==> src/rtl/traffic.sv <==
// rtl/traffic.sv - two-road traffic-light FSM with per-state minimum dwell
// Define TRAFFIC_DEBUG_EN to expose state_o / dwell_o debug ports.
module traffic #(
  parameter int GREEN_MIN  = 1,
  parameter int YELLOW_LEN = 1,
  localparam int MAX_DWELL = (GREEN_MIN > YELLOW_LEN) ? GREEN_MIN : YELLOW_LEN,
  localparam int DW        = $clog2(MAX_DWELL) + 1
) (
  input  logic       clk,
  input  logic       reset,
  input  logic       x1,
  output logic [1:0] horizontal_light,
  output logic [1:0] vertical_light
`ifdef TRAFFIC_DEBUG_EN
  ,
  output logic [1:0]    state_o,
  output logic [DW-1:0] dwell_o
`endif
);

  typedef enum logic [1:0] {
    H_RED_V_GREEN       = 2'b00,
    H_YELLOW_V_YELLOW   = 2'b01,
    H_GREEN_V_RED       = 2'b10,
    H_YELLOW_V_YELLOW_2 = 2'b11
  } state_t;

  localparam logic [1:0] RED    = 2'b00;
  localparam logic [1:0] YELLOW = 2'b10;
  localparam logic [1:0] GREEN  = 2'b11;

  localparam logic [DW-1:0] GREEN_THR  = DW'(GREEN_MIN - 1);
  localparam logic [DW-1:0] YELLOW_THR = DW'(YELLOW_LEN - 1);

  state_t        current_state;
  state_t        next_state;
  logic [DW-1:0] dwell_cnt;
  logic          dwell_ok;
  logic          advance;

  // State register and dwell counter; counter restarts on every state change
  // and otherwise saturates so a long hold cannot wrap it below threshold.
  always_ff @(posedge clk) begin
    if (reset) begin
      current_state <= H_RED_V_GREEN;
      dwell_cnt     <= '0;
    end else begin
      current_state <= next_state;
      if (advance) begin
        dwell_cnt <= '0;
      end else if (dwell_cnt != {DW{1'b1}}) begin
        dwell_cnt <= dwell_cnt + 1'b1;
      end
    end
  end

  always_comb begin
    dwell_ok   = 1'b0;
    next_state = H_RED_V_GREEN;
    case (current_state)
      H_RED_V_GREEN: begin
        dwell_ok   = (dwell_cnt >= GREEN_THR);
        next_state = H_YELLOW_V_YELLOW;
      end
      H_YELLOW_V_YELLOW: begin
        dwell_ok   = (dwell_cnt >= YELLOW_THR);
        next_state = H_GREEN_V_RED;
      end
      H_GREEN_V_RED: begin
        dwell_ok   = (dwell_cnt >= GREEN_THR);
        next_state = H_YELLOW_V_YELLOW_2;
      end
      H_YELLOW_V_YELLOW_2: begin
        dwell_ok   = (dwell_cnt >= YELLOW_THR);
        next_state = H_RED_V_GREEN;
      end
      default: begin
        dwell_ok   = 1'b1;
        next_state = H_RED_V_GREEN;
      end
    endcase
    advance = !x1 && dwell_ok;
    if (!advance) begin
      next_state = current_state;
    end
  end

  always_comb begin
    horizontal_light = RED;
    vertical_light   = RED;
    case (current_state)
      H_RED_V_GREEN: begin
        horizontal_light = RED;
        vertical_light   = GREEN;
      end
      H_YELLOW_V_YELLOW, H_YELLOW_V_YELLOW_2: begin
        horizontal_light = YELLOW;
        vertical_light   = YELLOW;
      end
      H_GREEN_V_RED: begin
        horizontal_light = GREEN;
        vertical_light   = RED;
      end
      default: begin
        horizontal_light = RED;
        vertical_light   = RED;
      end
    endcase
  end

`ifdef TRAFFIC_DEBUG_EN
  assign state_o = current_state;
  assign dwell_o = dwell_cnt;
`endif

endmodule

==> config.mk <==
export PLATFORM = sky130hd
export DESIGN_NAME = traffic
export DESIGN_NICKNAME = d
export VERILOG_FILES = /design/src/rtl/traffic.sv
export SDC_FILE = /design/constraint.sdc
export NUM_CORES = 1
export LEC_CHECK = 0
export CELL_PAD_IN_SITES_DETAIL_PLACEMENT = 1
export CELL_PAD_IN_SITES_GLOBAL_PLACEMENT = 1
export CORE_AREA = 2 2 39 41
export CTS_CLUSTER_DIAMETER = 150
export DETAILED_ROUTE_END_ITERATION = 16
export DIE_AREA = 0 0 41 43
export HOLD_SLACK_MARGIN = 0.15
export PLACE_DENSITY_LB_ADDON = 0.1
export SYNTH_ARGS = -nofsm -noshare
export SYNTH_HDL_FRONTEND = slang
export SYNTH_SLANG_ARGS = --single-unit
export TNS_END_PERCENT = 50
==> constraint.sdc <==
create_clock -name clk -period 2.8 [get_ports clk]
set_clock_uncertainty 0.05 [all_clocks]
set_input_delay 0.28 -clock clk [delete_from_list [all_inputs] [get_ports clk]]
set_output_delay 0.28 -clock clk [all_outputs]
set_load 0.02 [all_outputs]
# ---- Yosys cells after proc, flatten, opt, wreduce, memory -nomap -nowiden
# Cells that the tools add are included.
dict set report word_totals {
  regBits 3
  input_bits 3
  out_inout_bits 4
  word_cells 18
}
dict set report op_classes {
  addsub 1
  n_lt_le_gt_ge 1
  n_eq_ne 3
  muxes 5
  n_reduce_logical 6
}
# op count
set ops {}
lappend ops {{one-hot mux 2 bit (3 select lines)} 2}
lappend ops {{one-hot mux 2 bit (4 select lines)} 1}
lappend ops {{equality test 2 bit, second input constant} 2}
lappend ops {{OR reduction 2 bit} 2}
lappend ops {{OR reduction 4 bit} 1}
lappend ops {{equality test 2 x 1 -> 1 bit, second input constant} 1}
lappend ops {{zero test 2 bit} 1}
lappend ops {{2-to-1 mux 1 bit} 2}
lappend ops {{adder 1 bit, second input constant} 1}
lappend ops {{greater-or-equal comparator 1 bit, second input constant} 1}
lappend ops {{logical AND 1 bit} 1}
lappend ops {{zero test 1 bit} 1}

# ---- Depth between registers and ports, before layout
dict set report logic_depth {
  word_depth 5
  mapped_depth 4
  mapped_depth_nobuf 4
}

# ---- Worst setup path after synthesis
# OpenSTA, ideal clock, no wires.
dict set report synth_path {
  path_kind {reg-to-reg}
  start {register current_state[1]}
  end {register current_state[0]}
  setup_ns 0.125
  arrival_time_ns 0.900
  t_required_ns 2.625
  setup_slack_ns 1.725
  stages_incl_launch_ff 5
  period_less_slack_ns 1.075
  path_cell_list {dfxtp_1 -> inv_1 -> ha_1 -> nor3_1 -> a211oi_1}
}
dict set report synth_between {
  elab_chain_cells 2
}
# element line_no
set synth_rtl {}
lappend synth_rtl {{start: declaration} 35} ;# state_t current_state;
lappend synth_rtl {{start signal: assignment} 48} ;# current_state <= next_state;
lappend synth_rtl {{equality test 2 bit, or another cell as far along} 60} ;# case (current_state)
lappend synth_rtl {{one-hot mux 2 bit (4 select lines) (*)} 60}
# Mark *: on every way between the ends. The rest lies on a longest branch, timed or not.
# A chain may end at the register's enable or synchronous reset.

# ---- Worst setup path after layout
dict set report layout_path {
  start {register current_state[1]}
  end {output port horizontal_light[1]}
}
dict set report layout_between {
  elab_chain_cells 3
}
# element line_no
set layout_rtl {}
lappend layout_rtl {{equality test 2 x 1 -> 1 bit or equality test 2 bit (tied branches)} 91} ;# case (current_state)
lappend layout_rtl {{OR reduction 2 bit} 91}
lappend layout_rtl {{one-hot mux 2 bit (3 select lines) (*)} 91}
lappend layout_rtl {{end: declaration} 12} ;# output logic [1:0] horizontal_light,
# Marks and branches as above.

==> impl_metrics.ini <==
[final_layout]
antenna_cells = 0
syn_to_final_growth_pct = 78.09
fin_cells = 39
largestRegisters = current_state: 2 flops
nNetsFinal = 32
fin_area_um2 = 234.0
largest_reg_flops = 2
regMostFlops = current_state
final_util_pct = 16.91
layout-drive-gt1-share_pct = 13.04

[power_and_ir_drop]
peakVddDrop_v = 0.0002028
power_frac_clock_pct = 46.7
power.internal_uw = 97.08
p_per_area_mw_per_mm2 = 569.7
power_uw = 133.3
p_sw_uw = 36.22
seqPwrFrac_pct = 24.9
switching_share_pct = 27.17
p_leak_nw = 0.1042
combPwrFrac_pct = 28.4

[setup_path]
r2r_end = current_state[1]
cp_top_family = buffers and inverters
cp_slowest_stage_delay_ns = 0.59
cp-end-kind = output pin
start_kind = flip-flop
path_class = flip-flop to output pin
critPathRequiredTime_ns = 2.47
critPathBufInv = 3
r2r_cells = 4
reg2reg_from = current_state[1]
cp.arrival_ns = 1.49
cp_slowest_cell = clkdlybuf4s50_1
crit_top_cell = inv_1
crit_fanout = 4
r2r_slack_ns = 1.73
crit_chain = inv_1 > ha_1 > inv_1 > clkdlybuf4s50_1

[sta]
hold_viol = 0
worst_slew_pin_slew_ns = 0.2122
min_period_ns = 1.816
slew_headroom_pct = 85.81
maxSlewViolCount = 0
fmaxAchievable_mhz = 550.5
fin_setup_tns_ns = 0
rsz0062_at_grt = false
min_period_over_period_pct = 64.87
timing.final.ws_setup_ns = 0.9836
hold_slack_ns = 0.5354
setup_violations = 0

[place]
gp_congestion = 0.5765
hpwl_um = 240.2
post-place-ws_ns = 1.187
post_dp_cell_area_um2 = 211.5
placed_cells = 36
io_buffer_count = 6

[clocking]
worstSkewPairLatency_ns = 0.22
cts_max_path_buffers = 2
h-tree-depth = 1
numCtsBuffers = 3
post-cts-setup-buffers = 0
cts.sinks = 2
ctsResizeCount = 0
clock-root-buffer = clkbuf_4
cts_tree = done
ctsHoldBuffers = 0
clkTransAtPathRegs_ns = 0.03

[synthesis]
ys_seq_area_share_pct = 30.48
synthDistinctLibCells = 7
synthCells = 14
synth_warnings = 0
ys_ff_latch = 2
synth_nets = 21
synth_area_um2 = 131.4
avgSynthCellArea_um2 = 9.384

[global_route]
overflow = 0
grt_max_degree = 6
grt_pass1_wl_um = 503
grtUsageTotal_pct = 4.910
grt_pass1_vias = 116
antenna_found_initial = 0

[min_path]
worst_hold_path.endpoint = current_state[1]
hp-start = current_state[1]
worstHoldPathType = flip-flop to flip-flop
whs_path_depth = 2

[route]
first_pass_iters = 1
post_drt_wl_per_cell_um = 8.179
drc = 0
initialDrtViolationCount = 0
num_vias = 117
wl_um = 319
viasPerCell = 3.000
final_antenna_net_count = 0

[run_status]
status = completed

[die]
chipWidth_um = 41
start_util_pct = 9.494
die_area_mm2 = 0.001763
die_h_um = 43
core_mm2 = 0.001384
ios = 7
rows = 14

[run]
max_cap_violations = 0
==> cell families (layout without fill, tap and decap cells) <==
family                     after synthesis  in the layout  synth area share, %
adders and majority gates                4              4                38.10
buffers and inverters                    4             13                11.43
DFF                                      2              2                30.48
and+or+nand+nor                          2              2                6.660
AOI/OAI and AO/OA                        1              1                5.716
muxes                                    1              1                7.619
==> tightest hold or removal path, delay by kind of cell (launching register included) <==
family / cells / cell delay, ns
simple gates: 1 / 0.05
mux: 1 / 0.15
flops: 1 / 0.33
==> power by group through the flow <==
stage / clock network, mW / logic [mW] / registers (mW)
after global placement: 0 / 0.0387 / 0.0336
after detailed placement: 0 / 0.0384 / 0.0337
after CTS: 0.0660 / 0.0386 / 0.0334
final: 0.0623 / 0.0379 / 0.0332
after global routing: 0.0673 / 0.0422 / 0.0337
after floorplan: 0 / 0.0210 / 0.0330
==> synth_stat cells <==
library cell	instances	area, um^2
a211oi_1	1	7.510
nor2_1	1	3.750
inv_1	4	15.01
dfxtp_1	2	40.04
ha_1	4	50.05
nor3_1	1	5.000
mux2i_1	1	10.01
==> area by class of cell <==
cell class / instances / area, um^2
Tap cell: 16 / 20.02
Multi-Input combinational cell: 8 / 76.32
Timing Repair Buffer: 6 / 60.06
Fill cell: 162 / 1150
Clock buffer: 3 / 22.52
Sequential cell: 2 / 40.04
Inverter: 4 / 15.01
==> cells in the final DEF, fill, tap and decap left out <==
cell	count
a211oi_1	1
nor3_1	1
inv_1	4
ha_1	4
clkbuf_4	3
clkdlybuf4s50_1	6
nor2_1	1
dfxtp_1	2
mux2i_1	1
==> routing by layer <==
layer  track usage, %  share of wire, %  vias up
met5                0                 0        -
met4            4.000                 0        0
met3            4.712               6.0        0
met2            5.625                45        4
met1            5.112                49       51
li1                 -                 -       62
==> worst max-delay path by stage <==
stage / from / end / depth (start not counted)
CTS: current_state[1] / horizontal_light[1] / 4
global placement: current_state[1] / horizontal_light[1] / 4
floorplan: current_state[1] / current_state[0] / 4
detailed placement: current_state[1] / horizontal_light[1] / 4
finish: current_state[1] / horizontal_light[1] / 4
global route: current_state[1] / horizontal_light[1] / 4
Power figures use the tool's default switching activity.
